File: src/rtl/pipelined_power_unit_if.sv
// Handshake/operand bundle for pipelined_power_unit.
//   start    : request from the master, sampled by the unit only when not busy
//   base/exp : operands captured together with an accepted start
//   busy     : unit is stepping through exponent bits
//   done     : one-cycle pulse, result/overflow are valid from this cycle on
//   result   : base^exp mod 2^OUT_W, held until the next done
//   overflow : true power did not fit in OUT_W bits, held with result
interface pipelined_power_unit_if #(
   parameter int IN_W  = 8,
   parameter int EXP_W = 4,
   parameter int OUT_W = 32
) ();
   logic             start;
   logic [IN_W-1:0]  base;
   logic [EXP_W-1:0] exp;
   logic             busy;
   logic             done;
   logic [OUT_W-1:0] result;
   logic             overflow;

   modport master (
      output start, base, exp,
      input  busy, done, result, overflow
   );

   modport slave (
      input  start, base, exp,
      output busy, done, result, overflow
   );
endinterface

File: src/rtl/pipelined_power_unit.sv
// Sequential power unit: result = base^exp using left-to-right binary
// exponentiation, one exponent bit per clock (always EXP_W steps).
// Ports:
//   clk : rising-edge clock
//   rst : synchronous active-high reset, wins over start
//   bus : slave side of pipelined_power_unit_if (start/base/exp in,
//         busy/done/result/overflow out)
module pipelined_power_unit #(
   parameter int IN_W  = 8,
   parameter int EXP_W = 4,
   parameter int OUT_W = 32
) (
   input  logic                   clk,
   input  logic                   rst,
   pipelined_power_unit_if.slave  bus
);

   localparam int CNT_W = $clog2(EXP_W + 1);

   typedef enum logic [1:0] {
      IDLE = 2'd0,
      RUN  = 2'd1,
      DONE = 2'd2
   } state_t;

   state_t           state_q, state_d;
   logic [IN_W-1:0]  base_q, base_d;
   logic [EXP_W-1:0] exp_q, exp_d;
   logic [OUT_W-1:0] acc_q, acc_d;
   logic             ovf_q, ovf_d;
   logic [CNT_W-1:0] cnt_q, cnt_d;
   logic [OUT_W-1:0] result_q, result_d;
   logic             overflow_q, overflow_d;
   logic [OUT_W:0]   step;

   // One exponentiation step: square, optionally multiply by base.
   // Returns {discarded-bits-nonzero, truncated accumulator}.
   function automatic logic [OUT_W:0] pow_step(
      input logic [OUT_W-1:0] acc,
      input logic [IN_W-1:0]  b,
      input logic             mul
   );
      logic [2*OUT_W-1:0]    sq;
      logic [OUT_W+IN_W-1:0] p;
      logic                  ov;
      sq = {{OUT_W{1'b0}}, acc} * {{OUT_W{1'b0}}, acc};
      ov = |sq[2*OUT_W-1:OUT_W];
      p  = {{IN_W{1'b0}}, sq[OUT_W-1:0]} * {{OUT_W{1'b0}}, b};
      if (mul) begin
         ov = ov | (|p[OUT_W+IN_W-1:OUT_W]);
         return {ov, p[OUT_W-1:0]};
      end
      return {ov, sq[OUT_W-1:0]};
   endfunction

   // exp_q is shifted left each step, so its MSB is always the current bit
   assign step = pow_step(acc_q, base_q, exp_q[EXP_W-1]);

   always_comb begin
      state_d    = state_q;
      base_d     = base_q;
      exp_d      = exp_q;
      acc_d      = acc_q;
      ovf_d      = ovf_q;
      cnt_d      = cnt_q;
      result_d   = result_q;
      overflow_d = overflow_q;
      case (state_q)
         IDLE, DONE: begin
            if (bus.start) begin
               base_d  = bus.base;
               exp_d   = bus.exp;
               acc_d   = OUT_W'(1);
               ovf_d   = 1'b0;
               cnt_d   = CNT_W'(EXP_W);
               state_d = RUN;
            end else if (state_q == DONE) begin
               state_d = IDLE;
            end
         end
         RUN: begin
            acc_d = step[OUT_W-1:0];
            ovf_d = ovf_q | step[OUT_W];
            exp_d = exp_q << 1;
            cnt_d = cnt_q - CNT_W'(1);
            if (cnt_q == CNT_W'(1)) begin
               state_d    = DONE;
               result_d   = step[OUT_W-1:0];
               overflow_d = ovf_q | step[OUT_W];
            end
         end
         default: state_d = IDLE;
      endcase
   end

   // Control and observable state
   always_ff @(posedge clk) begin
      if (rst) begin
         state_q    <= IDLE;
         acc_q      <= '0;
         ovf_q      <= 1'b0;
         cnt_q      <= '0;
         result_q   <= '0;
         overflow_q <= 1'b0;
      end else begin
         state_q    <= state_d;
         acc_q      <= acc_d;
         ovf_q      <= ovf_d;
         cnt_q      <= cnt_d;
         result_q   <= result_d;
         overflow_q <= overflow_d;
      end
   end

   // Operand registers are only meaningful after an accepted start
   always_ff @(posedge clk) begin
      base_q <= base_d;
      exp_q  <= exp_d;
   end

   assign bus.busy     = (state_q == RUN);
   assign bus.done     = (state_q == DONE);
   assign bus.result   = result_q;
   assign bus.overflow = overflow_q;

endmodule

File: src/flat_wrapper.sv
// flat-port wrapper written by rule: the top's interface ports become plain ports
module pipelined_power_unit_flat 
#(
   parameter int IN_W  = 8,
   parameter int EXP_W = 4,
   parameter int OUT_W = 32
)
  (clk, rst, bus_start, bus_base, bus_exp, bus_busy, bus_done, bus_result, bus_overflow);
  pipelined_power_unit_if #(.IN_W(IN_W), .EXP_W(EXP_W), .OUT_W(OUT_W)) bus_i ();
  input  logic clk;
  input  logic rst;
  input wire logic [$bits(bus_i.start)-1:0] bus_start;
  input wire logic [$bits(bus_i.base)-1:0] bus_base;
  input wire logic [$bits(bus_i.exp)-1:0] bus_exp;
  output wire logic [$bits(bus_i.busy)-1:0] bus_busy;
  output wire logic [$bits(bus_i.done)-1:0] bus_done;
  output wire logic [$bits(bus_i.result)-1:0] bus_result;
  output wire logic [$bits(bus_i.overflow)-1:0] bus_overflow;
  assign bus_i.start = bus_start;
  assign bus_i.base = bus_base;
  assign bus_i.exp = bus_exp;
  assign bus_busy = bus_i.busy;
  assign bus_done = bus_i.done;
  assign bus_result = bus_i.result;
  assign bus_overflow = bus_i.overflow;
  pipelined_power_unit #(.IN_W(IN_W), .EXP_W(EXP_W), .OUT_W(OUT_W)) u_core (.clk(clk), .rst(rst), .bus(bus_i));
endmodule
File: config.mk
export PLATFORM = sky130hd
export DESIGN_NAME = pipelined_power_unit_flat
export DESIGN_NICKNAME = d
export VERILOG_FILES = /design/src/rtl/pipelined_power_unit_if.sv /design/src/rtl/pipelined_power_unit.sv /design/src/flat_wrapper.sv
export SDC_FILE = /design/constraint.sdc
export NUM_CORES = 2
export LEC_CHECK = 0
export CAP_MARGIN = 10
export CORE_ASPECT_RATIO = 2
export CORE_MARGIN = 1
export CORE_UTILIZATION = 45
export CTS_BUF_LIST = sky130_fd_sc_hd__clkbuf_8
export DETAILED_ROUTE_END_ITERATION = 12
export PLACE_DENSITY_LB_ADDON = 0.15
export SYNTH_ARGS = -nofsm -noshare
export SYNTH_HDL_FRONTEND = slang
export SYNTH_SLANG_ARGS = --single-unit
export TNS_END_PERCENT = 10
File: constraint.sdc
create_clock -name clk -period 17.7 [get_ports clk]
set_input_delay 4.425 -clock clk [delete_from_list [all_inputs] [get_ports clk]]
set_output_delay 4.425 -clock clk [all_outputs]
set_load 0.1 [all_outputs]
==> impl_metrics.ini <==
[timing]
drv_slew = 0
max_slew_margin = 0.2092
fin_setup_tns_ps = 0
fin_crit_sh = 0.7925
tightest_slew_ps = 1178
clock.fmax_mhz = 71.29
fin_skew_ps = 17.45
final.min_clock_period_ps = 14030
rsz0062_at_grt = no
setup_viol = 0
hold_violations = 0

[setup_path]
timing.rr.start = u_core.acc_q[7]
r2r_cells = 40
max_stage_delay_ps = 900
start_kind = flip-flop
arrival_ps = 14280
critPathCaptureType = flip-flop
required_ps = 17950
crit_path_start = u_core.acc_q[7]
crit_end = u_core.bus.overflow
cp_slowest_cell = nor4_1
r2r-end = u_core.bus.overflow
cp_common_cell = fa_1
cp_max_fo = 26
critPathKind = reg2reg
reg2reg_slack_ps = 3670

[die]
start_util = 0.4560
rows = 155
die-width_microns = 214.8
io_pins = 50
die_h_microns = 427.7
die_area_sq_um = 91870
core_area_sq_um = 89400

[power_and_ir_drop]
totalPowerFinal_w = 0.0006400
vdd_ir_drop_max_mv = 0.04541
p_leak_nw = 20.08
power_density_nw_per_um2 = 15.03

[global_routing]
grt_pass1_vias = 34220
grt_start_max_net_pins = 72
grt_overflow = 0
track_usage = 0.2795
antenna_found_initial = 1
grt_pass1_wl_microns = 194900

[finish]
syn_to_final_growth_pct = 4.435
drive_gt1_frac = 0.02281
finalNetCount = 5706
final_util = 0.4762

[logic_synthesis]
ys_seq_elements = 83
syn_area_sq_um = 40770
synth_ff_type = dfxtp_1
postSynthCellCount = 4460
synth_fp_nets = 5787
synth_area_per_cell_sq_um = 9.140
yosysUniqueCellTypes = 83
ys_seq_area_frac = 0.04371
synth-edff-count = 12
async_flop_share = 0
yosysWarnings = 0

[clock_tree]
ctsResizeCount = 0
cts_hold_buf = 0
clockBufferDepth = 2
cts_root_buffer = clkbuf_8
htree_levels = 3
cts.sinks = 83
post_cts_buffers = 0
clk-insertion-delay-late_ps = 420
cts_tree = done
numCtsBuffers = 9
clk_pin_slew_ps = 100

[status]
status = finished, final reports clean

[drt]
first_pass_iters = 5
dr.first_iter.drc_count = 1268
via_per_inst = 5.370
drcViolationCount = 0
detail-route-antenna-nets = 0
wire_per_inst_microns = 21.92
vias = 29870
wirelength_microns = 121900

[hold_path]
min_path_cells = 2
holdCritPathClass = reg2reg

[placement]
hpwl_microns = 101700
globalplace.congestion = 0.9726
place.port_buffers = 49

[job]
drv_cap = 0
[layer usage]
layer / part of all wire / up-vias / wire (microns) / global-route usage
met5: 0 / - / 0 / 0
met4: 0.054 / 0 / 6599 / 0.1323
met3: 0.025 / 263 / 2996 / 0.01723
met2: 0.57 / 688 / 69800 / 0.5561
met1: 0.35 / 15640 / 42540 / 0.2954
li1: - / 13280 / - / -
[critical path: cells and delay by family, from the launching register on]
family / cells / cell delay, ps
fa+ha+maj: 14 / 6740
compound gates: 9 / 2290
simple gates: 8 / 2270
buf+inv: 8 / 1370
xor+xnor: 1 / 850
flops: 1 / 330
[sequential cells by signal, summed over array words and instances (netlist names)]
name and flops:
u_core.acc_q 32, u_core.bus.result 32, u_core.base_q 8, u_core.exp_q 4, u_core.cnt_q 3, u_core.state_q 2
u_core.bus.overflow 1, u_core.ovf_q 1
[Yosys cell counts, types with 6 or more instances]
master    number  area (sq um)
a211oi_1      42         315.3
a21o_1        48         360.4
a21oi_1      145         725.7
a22oi_1        6         45.04
a31oi_1       19         118.9
and2_1       480          3003
and3_1        18         112.6
and4_1         8         70.07
buf_1          8         30.03
buf_2         10         50.05
clkbuf_1     175         656.9
dfxtp_1       71          1421
edfxtp_1      12         360.4
fa_1         979         19600
ha_1         333          4167
inv_1       1080          4054
mux2i_1       29         290.3
nand2_1      358          1344
nand2b_1      23         143.9
nand3_1       21         105.1
nand4_1       44         275.3
nor2_1       158         593.1
nor2b_1       39         244.0
nor3_1        18         90.09
nor4_1        11         68.82
o211ai_1       9         67.56
o21a_1        11         82.58
o21ai_0       82         410.4
o21bai_1      11         82.58
o22ai_1        9         56.30
o31ai_1        7         52.55
or2_2          8         50.05
xnor2_1       51         446.7
xor2_1        38         332.8
[layout make-up]
class	count	area [sq um]
Sequential cell	83	1782
Fill cell	8711	46830
Clock inverter	7	63.81
Antenna cell	1	2.502
Clock buffer	9	123.9
Timing Repair Buffer	102	883.3
Inverter	1083	4065
Tap cell	1177	1473
Multi-Input combinational cell	3100	34180
[worst min-delay path by stage]
| stage | startpoint | endpoint |
|---|---|---|
| after CTS | u_core.bus.result[0] | u_core.bus.result[0] |
| after global placement | u_core.bus.result[0] | u_core.bus.result[0] |
| final | u_core.bus.result[0] | u_core.bus.result[0] |
| after global routing | u_core.bus.result[25] | u_core.bus.result[25] |
| after detailed placement | u_core.bus.result[0] | u_core.bus.result[0] |
| after floorplan | u_core.cnt_q[2] | u_core.cnt_q[2] |
[metrics by stage]
stage,std cells,area [sq um],setup WS [ps],hold WS (ps)
2_1_floorplan,4460,40770,6333,438.5
3_3_place_gp,5545,42380,3878,450.5
3_5_place_dp,5545,42380,3915,452.2
4_1_cts,5561,42570,3801,469.6
5_1_grt,5561,42570,3003,482.6
6_report,5562,42570,3673,463.1
[cell usage in the layout (no fill, tap or decap), types with 12 or more instances in the layout]
master,count
edfxtp_1,12
a21oi_1,145
ha_1,333
a31oi_1,19
xor2_1,38
mux2i_1,29
nor3_1,18
nor2b_1,39
and2_1,480
xnor2_1,51
nand2b_1,23
nand3_1,21
a211oi_1,42
nand4_1,44
clkdlybuf4s50_1,48
inv_1,1083
fa_1,979
a21o_1,48
dfxtp_1,71
buf_4,53
nand2_1,358
nor2_1,156
and3_1,18
o21ai_0,82
[power breakdown]
part / switching, W / internal, W / total [W]
sequential: 0.00000865 / 0.000199 / 0.000208
clock: 0.0000832 / 0.0000640 / 0.000147
combinational: 0.000195 / 0.0000902 / 0.000285
total: 0.000286 / 0.000354 / 0.000640
[kinds of logic after synthesis]
| kind of cell | synth area share |
|---|---|
| compound gates | 0.07378 |
| xor+xnor | 0.01967 |
| fa+ha+maj | 0.5830 |
| buf+inv | 0.1181 |
| flops | 0.04371 |
| mux | 0.008225 |
| simple gates | 0.1536 |
(Power assumes the default switching activity.)
